--- src/rtl/layer_seq_pkg.sv ---
// Shared types and constants for the layer sequencer and its testbench.
package layer_seq_pkg;

  typedef enum logic [3:0] {
    S_IDLE,
    S_CFG,
    S_EN_WAIT,
    S_LOAD,
    S_SCHED,
    S_NEXT,
    S_DIS_WAIT,
    S_POST,
    S_FIN
  } seq_state_t;

  typedef enum logic [1:0] {
    POST_NONE = 2'd0,
    POST_LRN  = 2'd1,
    POST_PAD  = 2'd2,
    POST_RSVD = 2'd3
  } post_op_t;

  localparam int unsigned CONV1_SEG_STRIDE = 385;

endpackage

--- src/rtl/layer_sequencer.sv ---
// Runs one layer: config, per-segment load/schedule, optional LRN/pad post-pass.
// Outputs registered; each phase waits on its done input, so responders set the pace.
module layer_sequencer
  import layer_seq_pkg::*;
#(
  parameter int ADDR_W  = 12,
  parameter int SEG_W   = 4,
  parameter int LAYER_W = 4
) (
  input  logic               clk,
  input  logic               rst_n,
  input  logic               start,
  input  logic [LAYER_W-1:0] layer_id,
  input  logic               is_conv,
  input  logic [SEG_W-1:0]   num_seg,
  input  logic [ADDR_W-1:0]  seg_stride,
  input  logic [1:0]         post_op,
  output logic               cfg_start,
  output logic               load_start,
  output logic               sched_start,
  output logic               post_start,
  input  logic               cfg_done,
  input  logic               load_done,
  input  logic               sched_done,
  input  logic               post_done,
  output logic               enable_noc,
  output logic               enable_lrn,
  output logic               enable_pad,
  output logic [ADDR_W-1:0]  ipsum_base_addr,
  output logic [ADDR_W-1:0]  opsum_base_addr,
  output logic [SEG_W-1:0]   seg_idx,
  output logic [LAYER_W-1:0] cfg_layer_id,
  output logic               busy,
  output logic               done
);

  seq_state_t        state, state_nxt;
  logic              is_conv_q;
  logic [SEG_W-1:0]  last_seg_q;
  logic [ADDR_W-1:0] stride_q;
  post_op_t          post_q;
  logic [ADDR_W-1:0] base_q;
  logic              accept, seg_adv, last_seg;

  assign accept   = (state == S_IDLE) && start;
  assign last_seg = (seg_idx == last_seg_q);
  assign seg_adv  = (state == S_NEXT) && !last_seg;

  assign ipsum_base_addr = base_q;
  assign opsum_base_addr = base_q;

  // A done is only counted once its own start pulse has dropped.
  always_comb begin
    state_nxt = state;
    unique case (state)
      S_IDLE:     if (start) state_nxt = S_CFG;
      S_CFG:      if (cfg_done && !cfg_start) state_nxt = S_EN_WAIT;
      S_EN_WAIT:  state_nxt = is_conv_q ? S_LOAD : S_SCHED;
      S_LOAD:     if (load_done && !load_start) state_nxt = S_SCHED;
      S_SCHED:    if (sched_done && !sched_start) state_nxt = S_NEXT;
      S_NEXT: begin
        if (last_seg) state_nxt = S_DIS_WAIT;
        else          state_nxt = is_conv_q ? S_LOAD : S_SCHED;
      end
      S_DIS_WAIT: state_nxt = (post_q == POST_LRN || post_q == POST_PAD) ? S_POST : S_FIN;
      S_POST:     if (post_done && !post_start) state_nxt = S_FIN;
      S_FIN:      state_nxt = S_IDLE;
      default:    state_nxt = S_IDLE;
    endcase
  end

  always_ff @(posedge clk) begin
    if (!rst_n) begin
      state        <= S_IDLE;
      cfg_start    <= 1'b0;
      load_start   <= 1'b0;
      sched_start  <= 1'b0;
      post_start   <= 1'b0;
      enable_noc   <= 1'b0;
      enable_lrn   <= 1'b0;
      enable_pad   <= 1'b0;
      busy         <= 1'b0;
      done         <= 1'b0;
      is_conv_q    <= 1'b0;
      last_seg_q   <= '0;
      stride_q     <= '0;
      post_q       <= POST_NONE;
      cfg_layer_id <= '0;
    end else begin
      state       <= state_nxt;
      cfg_start   <= (state_nxt == S_CFG)   && (state != S_CFG);
      load_start  <= (state_nxt == S_LOAD)  && (state != S_LOAD);
      sched_start <= (state_nxt == S_SCHED) && (state != S_SCHED);
      post_start  <= (state_nxt == S_POST)  && (state != S_POST);
      // EN_WAIT and DIS_WAIT keep every enable low, giving the settle gap.
      enable_noc  <= state_nxt inside {S_LOAD, S_SCHED, S_NEXT};
      enable_lrn  <= (state_nxt == S_POST) && (post_q == POST_LRN);
      enable_pad  <= (state_nxt == S_POST) && (post_q == POST_PAD);
      busy        <= (state_nxt != S_IDLE);
      done        <= (state_nxt == S_FIN);
      if (accept) begin
        is_conv_q    <= is_conv;
        last_seg_q   <= (num_seg == '0) ? '0 : num_seg - SEG_W'(1);
        stride_q     <= seg_stride;
        post_q       <= post_op_t'(post_op);
        cfg_layer_id <= layer_id;
      end
    end
  end

  // Address wraps modulo 2^ADDR_W.
  always_ff @(posedge clk) begin
    if (!rst_n) begin
      seg_idx <= '0;
      base_q  <= '0;
    end else if (accept) begin
      seg_idx <= '0;
      base_q  <= '0;
    end else if (seg_adv) begin
      seg_idx <= seg_idx + SEG_W'(1);
      base_q  <= base_q + stride_q;
    end
  end

endmodule

--- config.mk ---
export PLATFORM = sky130hd
export DESIGN_NAME = layer_sequencer
export DESIGN_NICKNAME = d
export VERILOG_FILES = /design/src/rtl/layer_seq_pkg.sv /design/src/rtl/layer_sequencer.sv
export SDC_FILE = /design/constraint.sdc
export NUM_CORES = 1
export LEC_CHECK = 0
export BUFFER_PORTS_ARGS = -buffer_cell sky130_fd_sc_hd__buf_2
export CORE_ASPECT_RATIO = 2
export CORE_MARGIN = 3
export CORE_UTILIZATION = 55
export DETAILED_ROUTE_END_ITERATION = 8
export PLACE_DENSITY_LB_ADDON = 0.1
export SKIP_CTS_REPAIR_TIMING = 1
export SYNTH_ARGS = -nofsm -noshare
export SYNTH_HDL_FRONTEND = slang
export SYNTH_SLANG_ARGS = --single-unit
--- constraint.sdc ---
create_clock -name clk -period 3.6 [get_ports clk]
set_input_delay 0.36 -clock clk [delete_from_list [all_inputs] [get_ports clk]]
set_output_delay 0.36 -clock clk [all_outputs]
set_load 0.01 [all_outputs]
==> qor.csv, run 1 <==
stage;metric;value;unit
clock_network;htree_levels;2;
power;comb_power_share;34.9;%
clock_network;cts_buffer_depth;2;
finish;drive_above_1_share;23.0;%
timing;hold_viol;0;
synthesis;ys_ff_latch;52;
synthesis;synth-edff-count;0;
finish;nets;439;
global_route;grt_pass1_vias;2409;
synthesis;synth_area;0.00278;mm2
power;p_sw;0.663;mW
place;port-buffer-count;70;
timing;worstMarginPinSlew;968;ps
critical_path;r2r.worst_path.cells;6;
global_route;antenna_found_initial;0;
outcome;status;complete, no violations;
power;p_seq_share;41.9;%
clock_network;cts_num_sinks;52;
floorplan;start_util;57.2;%
finish;diodes;0;
global_route;grt_overflow;0;
synthesis;ys.flop_type;dfxtp_1;
route;viasPerCell;5.64;
power;leakage;1.46;nW
timing;finalMaxSlewViolations;0;
place;gp_congestion;0.889;
critical_path;crit_top_cell;xor2_1;
critical_path;cp_max_fo;13;
route;final_antenna_net_count;0;
timing;tns;0;ps
critical_path;crit_type;reg -> reg;
synthesis;yosysUniqueCellTypes;51;
timing;period_share;65.1;%
route;vias;2551;
power;powerDensity;548;mW/mm2
synthesis;yosysTopAreaCellShare;37.4;%
critical_path;arrival;2540;ps
finish;fillerInstances;459;
clock_network;cts-buffers-inserted;5;
power;clockPowerShare;23.2;%
worst_hold_path;hp-class;in -> reg;
global_route;grt_max_degree;24;
timing;final.min_clock_period;2340;ps
power;switching_share;37.8;%
synthesis;synth.avg_cell_area;8.18;um2
critical_path;critical_path_required;3800;ps
critical_path;crit_chain;xor2_1, nor4_4, nor2b_1, nand4_1, xor2_1, nor2_1;
clock_network;insertion_delay;320;ps
route;drc;0;
power;internal_power;1.09;mW
route;wl;6.72;mm
power;power;1.75;mW
floorplan;die_area;0.00600;mm2
critical_path;end_kind;flip-flop;
place;postPlaceCellArea;0.00309;mm2
floorplan;ios;71;
timing;skew;12.3;ps
floorplan;fp.dieW;56.3;um
global_route;grtUsageTotal;23.6;%
route;dr.pass1.iters;4;
flow_run;max_cap_violations;0;
critical_path;crit_path_start_kind;flip-flop;
floorplan;core_area;0.00486;mm2
timing;slew_headroom;35.3;%
timing;max_freq;427;MHz
clock_network;cts.clk_slew.worst_paths;100;ps
floorplan;rows;36;
place;hpwl;5.01;mm
global_route;grt_first_pass_wirelength;11.1;mm
timing;rsz0062_at_grt;no;
finish;final_cell_area;0.00320;mm2
power;peakVddDrop;0.000606;V
timing;fin_hold_ws;261;ps
synthesis;synth_area_leader_cell;dfxtp_1;
synthesis;syn-num-nets;385;
timing;finalSetupViolCount;0;
finish;areaGrowthSynthToFinish;15.0;%
clock_network;cts_tree;yes;
route;initialDrtViolationCount;64;
route;wl_per_cell;14.9;um
critical_path;crit_slowest_cell;nor2b_1;
synthesis;syn_inst;340;
clock_network;clock-root-buffer;clkbuf_8;
worst_hold_path;worstHoldPathCells;3;
synthesis;ys_top_cells_by_area;dfxtp_1, nand2_1, a21oi_1, ha_1, buf_4;
synthesis;seq_area_frac_synth;37.4;%
critical_path;cpPeakStageDelay;770;ps
floorplan;dieHeight;107;um
synthesis;synthArstFlopShare;0;%
synthesis;yosysWarnings;0;
kinds of logic (layout without fill, tap and decap cells):
logic type | after synthesis | in the layout | share of synthesized area (%)
AND/OR/NAND/NOR | 147 | 147 | 26.5
flip-flops | 52 | 52 | 37.4
multiplexers | 3 | 3 | 1.08
adder cells (fa/ha/maj) | 15 | 15 | 7.02
XOR/XNOR | 8 | 8 | 2.52
AO/OA/AOI/OAI | 79 | 79 | 18.7
buffers and inverters | 36 | 91 | 6.75
worst max-delay path: cells and delay by family, from the launching register on:
| kind | cells | cell delay [ps] |
|---|---|---|
| xor gates and xnor gates | 2 | 610 |
| and+or+nand+nor | 4 | 1180 |
| DFF | 1 | 430 |
cell type report:
type | count | area (um2) | share of cell area, %
Clock buffer | 6 | 72.6 | 2.27
Clock inverter | 2 | 35.0 | 1.10
Inverter | 9 | 33.8 | 1.06
Multi-Input combinational cell | 252 | 1560 | 48.9
Sequential cell | 52 | 1040 | 32.6
Tap cell | 57 | 71.3 | 2.23
Timing Repair Buffer | 74 | 380 | 11.9
cell usage after synthesis, types with 2 or more instances:
cell      instances
a211oi_1          7
a21oi_1          37
nor3_1           11
nand2_1          58
inv_1             9
nand2b_1          4
o21bai_1          2
nor2_1           24
nor4_4            2
ha_1             14
xor2_1            7
buf_2             6
nor3b_1           3
o31ai_1           2
o311ai_0          2
buf_4            12
a21o_1            3
buf_1             2
o31a_1            3
and3_1            6
dfxtp_1          52
and2_1            3
a32oi_1           2
o21ai_0           8
nor2b_1           5
nand3_1          13
nand4_1           5
a31o_2            2
o21a_1            3
mux2i_1           3
nor4_1            2
clkbuf_1          7
or3_1             3
layer usage:
| layer | track usage [%] | routed length, um | vias up |
|---|---|---|---|
| li1 | - | - | 1292 |
| met1 | 25.2 | 2580 | 1187 |
| met2 | 44.2 | 3720 | 60 |
| met3 | 4.70 | 275 | 12 |
| met4 | 9.00 | 141 | 0 |
| met5 | 0 | 0 | - |
sequential cells by signal (all words and copies together), names as in the netlist, 2 cells and up:
register and cells:
ipsum_base_addr 12, stride_q 12, cfg_layer_id 4, last_seg_q 4, seg_idx 4, state 4, post_q 2
power by group through the flow:
stage | Sequential [mW] | Clock, mW | Combinational, mW
3_5_place_dp | 0.749 | 0 | 0.614
3_3_place_gp | 0.745 | 0 | 0.602
6_report | 0.735 | 0.406 | 0.612
2_1_floorplan | 0.733 | 0 | 0.453
5_1_grt | 0.748 | 0.436 | 0.698
4_1_cts | 0.735 | 0.419 | 0.618
through the flow:
stage / setup slack, ps / util (%) / std cells
2_1_floorplan: 1600 / - / 340
3_3_place_gp: 1350 / 63.5 / 444
3_5_place_dp: 1290 / 63.5 / 444
4_1_cts: 1240 / 65.7 / 452
5_1_grt: 1040 / 65.7 / 452
6_report: 1260 / 65.7 / 452
final timing paths:
path	startpoint	end	slack [ps]
setup / recovery	seg_idx[2]	seg_idx[3]	1260
hold / removal	seg_stride[5]	stride_q[5]	260
setup reg to reg	seg_idx[2]	seg_idx[3]	1260
hold reg to reg	cfg_layer_id[3]	cfg_layer_id[3]	460
cell usage in the layout (no fill, tap or decap), drive strengths merged, types with 3 or more instances in the layout:
master,count
buf,74
nand2,58
dfxtp,52
a21oi,37
nor2,24
ha,14
nand3,13
nor3,11
inv,9
o21ai,8
xor2,7
a211oi,7
and3,6
clkbuf,6
nor2b,5
nand4,5
nand2b,4
nor4,4
and2,3
nor3b,3
o21a,3
or3,3
o31a,3
a21o,3
mux2i,3
No activity file was read; power rests on OpenSTA's default activity.
==> inputs of run 2 (changes only) <==
Settings changed: ABC_AREA set to 1, CORE_UTILIZATION 55 to 53.
Clock period 3.6 ns to 2.3 ns, I/O delays scaled along.
==> run 2 against run 1 <==
  * Clock power grew 57%
  * Synthesized area down 0.18%
  * Largest power group unchanged
  * Non-clock buffer count fell by 3
  * Sequential power rose by 36%
  * Power rose by 13%
  * Count of clock-buffer cells in the layout down 1
  * Cell area shrank 1.2%
  * Critical path depth up 2
  * Combinational power decreased by 42%
  * Global-route usage down 0.29 points
  * Core utilization shrank 2.0 points
  * Sequential share of layout area increased by 0.39 points
==> qor.csv, run 2 <==
stage;metric;value;unit;change
outcome;status;complete, no violations;;
critical_path;crit_top_cell;nand2_1;;
timing;skew;8.70;ps;-3.63 ps
timing;max_freq;545;MHz;+28%
timing;worstMarginPinSlew;460;ps;-508 ps
finish;nets;464;;+5.7%
global_route;grt_max_degree;27;;+13%
critical_path;critical_path_required;2510;ps;-1290 ps
timing;rsz0062_at_grt;no;;
clock_network;insertion_delay;320;ps;about the same
power;p_sw;0.572;mW;-14%
timing;finalSetupViolCount;0;;unchanged
floorplan;fp.dieW;57.2;um;+1.6%
critical_path;arrival;2040;ps;-500 ps
route;viasPerCell;5.32;;-5.8%
power;clockPowerShare;32.0;%;+8.8 points
floorplan;core_area;0.00495;mm2;+1.9%
worst_hold_path;hp-class;in -> reg;;
synthesis;seq_area_frac_synth;37.5;%;+0.067 points
global_route;grt_overflow;0;;unchanged
critical_path;cp_top_family;adder cells;;
place;place_ws;515;ps;-773 ps
synthesis;syn-num-nets;406;;+5.5%
power;p_seq_share;50.2;%;+8.3 points
clock_network;cts-buffers-inserted;5;;unchanged
synthesis;synth-edff-count;0;;unchanged
critical_path;crit_buf_inv;1;;+1
critical_path;cpPeakStageDelay;420;ps;-350 ps
route;dr.pass1.iters;4;;unchanged
critical_path;crit_type;reg -> reg;;
route;drc;0;;unchanged
global_route;grt_first_pass_wirelength;11.1;mm;unchanged
critical_path;r2r_slack;470;ps;-790 ps
finish;drive_above_1_share;26.4;%;+3.4 points
clock_network;cts_tree;yes;;
critical_path;cp_max_fo;4;;-9
place;gp_congestion;0.902;;+1.5%
timing;final.min_clock_period;1830;ps;-508 ps
synthesis;yosysWarnings;0;;unchanged
floorplan;ios;71;;unchanged
critical_path;end_kind;flip-flop;;
floorplan;start_util;56.0;%;-1.1 points
synthesis;synth_area_leader_cell;dfxtp_1;;
clock_network;cts_buffer_depth;2;;unchanged
power;switching_share;28.8;%;-9.1 points
place;hpwl;5.04;mm;+0.57%
route;wl;6.60;mm;-1.7%
synthesis;synth.avg_cell_area;7.69;um2;-6.0%
power;comb_power_share;17.8;%;-17 points
place;port-buffer-count;70;;unchanged
floorplan;dieHeight;108;um;+1.7%
place;postPlaceCellArea;0.00305;mm2;-1.3%
synthesis;ys_top_cells_by_area;dfxtp_1, nand2_1, ha_1, inv_1, a22o_1;;
clock_network;cts.clk_slew.worst_paths;100;ps;about the same
finish;areaGrowthSynthToFinish;13.8;%;
finish;final_cell_area;0.00316;mm2;-1.2%
route;vias;2537;;-0.55%
critical_path;crit_path_start_kind;flip-flop;;
synthesis;ys.flop_type;dfxtp_1;;
power;leakage;1.64;nW;+12%
synthesis;yosysUniqueCellTypes;36;;-29%
synthesis;yosysTopAreaCellShare;37.5;%;+0.067 points
route;final_antenna_net_count;0;;unchanged
timing;tns;0;ps;unchanged
clock_network;clock-root-buffer;clkbuf_8;;
power;powerDensity;629;mW/mm2;+15%
route;wl_per_cell;13.8;um;-6.9%
synthesis;synth_commonest_cells;nand2_1, dfxtp_1, inv_1;;
power;internal_power;1.42;mW;+30%
power;peakVddDrop;0.000653;V;+7.8%
timing;finalMaxSlewViolations;0;;unchanged
finish;diodes;0;;unchanged
timing;period_share;79.8;%;+15 points
flow_run;max_cap_violations;0;;unchanged
finish;layout_commonest_cell;buf_2;;
global_route;grtUsageTotal;23.3;%;-0.29 points
synthesis;synthArstFlopShare;0;%;unchanged
synthesis;syn_inst;361;;+6.2%
timing;worst_slack;466;ps;-792 ps
critical_path;crit_chain;ha_1, inv_1, fa_1, o21ai_0, nand2_1, nand2_1, xnor2_1, a21oi_1;;
timing;hold_viol;0;;unchanged
finish;mostFrequentLayoutCells;buf_2, nand2_1, dfxtp_1, inv_1, nor2_1;;
floorplan;rows;36;;unchanged
critical_path;crit_slowest_cell;fa_1;;
global_route;grt_pass1_vias;2422;;+0.54%
clock_network;htree_levels;2;;unchanged
synthesis;synth.most_common_cell;nand2_1;;
clock_network;cts_num_sinks;52;;unchanged
route;initialDrtViolationCount;76;;+19%
synthesis;synth_area;0.00278;mm2;-0.18%
floorplan;die_area;0.00620;mm2;+3.3%
global_route;antenna_found_initial;0;;unchanged
synthesis;ys_ff_latch;52;;unchanged
timing;slew_headroom;69.3;%;+34 points
==> run 2: cell types whose count changed after synthesis, sizes merged, moves of 7 or more <==
cell    previous run  this run
a21oi             37        19
nor2              24        42
clkbuf             7         0
nand3             13        26
o21ai              8        21
nor3              11         2
inv                9        50
a22o               0        15
nand2             58        75
==> run 2: through the flow <==
| step | hold WS (ps) | power, mW | std cells | utilization [%] |
|---|---|---|---|---|
| global route | 110 | 2.10 | 477 | 63.8 |
| CTS | 109 | 2.01 | 477 | 63.8 |
| floorplan | 343 | 1.27 | 361 | - |
| detailed placement | 441 | 1.37 | 469 | 61.5 |
| global placement | 428 | 1.37 | 469 | 61.5 |
| finish | 119 | 1.99 | 477 | 63.8 |
==> run 2: cell type report <==
class                      count  area, um2
sequential                    52       1040
tap                           57       71.3
clock inverter                 3       42.5
multi-input combinational    239       1390
clock buffer                   5       68.8
inverter                      50        190
fill                         486       1790
timing repair buffer          71        358
==> run 2: worst paths after layout <==
kind	start	end	depth (start not counted)
worst min register to register	cfg_layer_id[3]	cfg_layer_id[3]	1
worst max-delay path	ipsum_base_addr[0]	ipsum_base_addr[8]	8
worst max register to register	ipsum_base_addr[0]	ipsum_base_addr[8]	8
worst min-delay path	post_op[0]	post_q[0]	3
==> run 2: cell families (layout without fill, tap and decap cells) <==
kind of cell	count (synthesis)	after routing	synth area share, %
AOI/OAI and AO/OA	66	66	15.1
xor gates and xnor gates	8	8	2.52
adders and majority gates	15	15	7.03
buffers and inverters	70	129	12.5
DFF	52	52	37.5
and+or+nand+nor	150	150	25.4
==> run 2: power by group through the flow <==
stage	clock (mW)	combinational, mW	sequential, mW
5_1_grt	0.686	0.404	1.01
4_1_cts	0.657	0.357	0.999
6_report	0.637	0.354	0.998
2_1_floorplan	0	0.254	1.02
3_5_place_dp	0	0.355	1.02
3_3_place_gp	0	0.349	1.02
==> run 2: metal layers <==
metal,GRT usage [%],part of all wire [%],vias up
li1,-,-,1285
met1,23.9,36,1172
met5,0,0,-
met3,4.18,3.9,16
met2,43.1,57,64
met4,12.6,3.5,0
==> run 2: worst min-delay path: stages <==
cell     delay [ps]
buf_2            70
nand2_1          40
o21ai_0          50
==> inputs of run 3 (changes only) <==
Clock period 2.3 ns to 1.7 ns, I/O delays scaled along.
==> run 3 against run 2 <==
  * Sequential share of layout area shrank 1.6 points
  * Critical path type unchanged
  * Count of clock-buffer cells in the layout is the same
  * Setup slack lost 380 ps
==> qor.csv, run 3 (synthesized netlist as in run 2, its figures left out) <==
stage;metric;value;unit;change
finish;drive_above_1_share;31.5;%;+5.1 points
critical_path;rr_endpoint;sched_start;;
route;dr.pass1.iters;4;;unchanged
clock_network;htree_levels;2;;unchanged
finish;diodes;0;;unchanged
finish;layout_commonest_cell;buf_2;;
worst_hold_path;min_to;post_q[0];;
finish;mostFrequentLayoutCells;buf_2, nand2_1, dfxtp_1, inv_1, nor2_1;;
timing;period_share;95.0;%;+15 points
timing;max_freq;619;MHz;+14%
global_route;grt_pass1_vias;2453;;+1.3%
global_route;grtUsageTotal;22.0;%;-1.3 points
power;leakage;1.69;nW;+3.3%
critical_path;r2r.worst_path.cells;10;;+2
timing;slew_headroom;71.2;%;+2.0 points
global_route;grt_overflow;0;;unchanged
place;port-buffer-count;70;;unchanged
route;wl;6.72;mm;+1.8%
floorplan;fp.dieW;57.2;um;unchanged
worst_hold_path;min-delay-start;post_op[0];;
place;hpwl;5.10;mm;+1.2%
timing;rsz0062_at_grt;yes;;
power;clockPowerShare;31.4;%;-0.6 points
power;p_seq_share;49.3;%;-0.9 points
clock_network;cts_buffer_depth;2;;unchanged
timing;worstMarginPinSlew;431;ps;-29.4 ps
worst_hold_path;hp-class;in -> reg;;
timing;final.min_clock_period;1610;ps;-219 ps
finish;nets;476;;+2.6%
power;peakVddDrop;0.000746;V;+14%
finish;fin_util;67.3;%;+3.5 points
finish;final_cell_area;0.00333;mm2;+5.5%
outcome;status;complete, no violations;;
floorplan;rows;36;;unchanged
power;switching_share;28.8;%;+0.045 points
route;drc;0;;unchanged
critical_path;arrival;1870;ps;-170 ps
route;viasPerCell;5.25;;-1.2%
clock_network;clock-root-buffer;clkbuf_8;;
route;final_antenna_net_count;0;;unchanged
power;powerDensity;824;mW/mm2;+31%
clock_network;cts-buffers-inserted;5;;unchanged
critical_path;crit-reg2reg-launch;state[2];;
global_route;grt_max_degree;27;;unchanged
floorplan;start_util;56.0;%;unchanged
flow_run;max_cap_violations;0;;unchanged
global_route;antenna_found_initial;0;;unchanged
clock_network;cts.clk_slew.worst_paths;90;ps;about the same
floorplan;core_area;0.00495;mm2;unchanged
floorplan;dieHeight;108;um;unchanged
critical_path;cp_max_fo;6;;+2
critical_path;critical_path_required;1960;ps;-550 ps
power;p_sw;0.792;mW;+38%
floorplan;ios;71;;unchanged
route;initialDrtViolationCount;69;;-9.2%
critical_path;end_kind;flip-flop;;
clock_network;insertion_delay;320;ps;about the same
finish;multiInputGateArea;0.00147;mm2;+5.7%
critical_path;crit_type;reg -> reg;;
place;postPlaceCellArea;0.00311;mm2;+2.0%
global_route;grt_first_pass_wirelength;10.7;mm;-3.7%
timing;fin_hold_ws;56.8;ps;-62.5 ps
power;internal_power;1.96;mW;+38%
clock_network;cts_num_sinks;52;;unchanged
power;comb_power_share;19.3;%;+1.5 points
finish;regArea;0.00105;mm2;+0.48%
floorplan;die_area;0.00620;mm2;unchanged
finish;fillerInstances;458;;-5.8%
route;wl_per_cell;13.7;um;-0.65%
critical_path;r2r_slack;90;ps;-380 ps
timing;finalMaxSlewViolations;0;;unchanged
timing;skew;7.15;ps;-1.56 ps
critical_path;crit_path_start_kind;flip-flop;;
finish;areaGrowthSynthToFinish;20.1;%;
route;vias;2569;;+1.3%
timing;hold_viol;0;;unchanged
clock_network;cts_tree;yes;;
worst_hold_path;worstHoldPathCells;3;;unchanged
place;gp_congestion;0.905;;+0.28%
timing;finalSetupViolCount;0;;unchanged
[run 3: worst max-delay path by stage]
stage	start	to	slack [ps]	cells after the start
2_1_floorplan	ipsum_base_addr[0]	ipsum_base_addr[8]	60	8
5_1_grt	ipsum_base_addr[3]	ipsum_base_addr[9]	-40	10
4_1_cts	post_q[0]	load_start	10	10
3_3_place_gp	stride_q[6]	ipsum_base_addr[9]	90	10
3_5_place_dp	ipsum_base_addr[2]	ipsum_base_addr[9]	60	11
6_report	state[2]	sched_start	90	10
[run 3: metrics by stage]
| stage | power, mW | setup TNS (ps) | setup slack (ps) | instances |
|---|---|---|---|---|
| 6_report | 2.75 | 0 | 85.0 | 489 |
| 5_1_grt | 2.87 | -68.3 | -39.1 | 489 |
| 3_3_place_gp | 1.85 | 0 | 88.2 | 477 |
| 4_1_cts | 2.72 | 0 | 10.4 | 485 |
| 3_5_place_dp | 1.87 | 0 | 62.9 | 477 |
| 2_1_floorplan | 1.72 | 0 | 58.8 | 361 |
[run 3: final cells by class]
type                    count  area share (%)
multi-input cells         239            44.0
inverters                  50            5.70
flip-flops and latches     52            31.4
clock buffers               5            2.06
clock inverters             3            1.28
repair buffers             83            13.4
well taps                  57            2.14
[run 3: metal layers]
metal	up-vias	global-route usage (%)	part of all wire, %
li1	1309	-	-
met1	1192	21.7	36
met2	56	42.8	58
met3	12	4.18	3.7
met4	0	9.29	2.4
met5	-	0	0
[run 3: worst max-delay path, stage by stage, from the launching register on]
cell,delay (ps)
dfxtp_1,420
inv_2,80
nor2_4,200
buf_4,150
nand3_2,70
nand2_2,120
nor2_2,50
nand3_2,110
buf_4,130
nand4_2,120
a21oi_2,110
[run 3: power groups by stage]
stage	clock [mW]	combinational [mW]	sequential, mW
finish	0.862	0.531	1.36
global route	0.904	0.595	1.37
CTS	0.872	0.498	1.35
detailed placement	0	0.494	1.38
global placement	0	0.482	1.37
floorplan	0	0.344	1.38
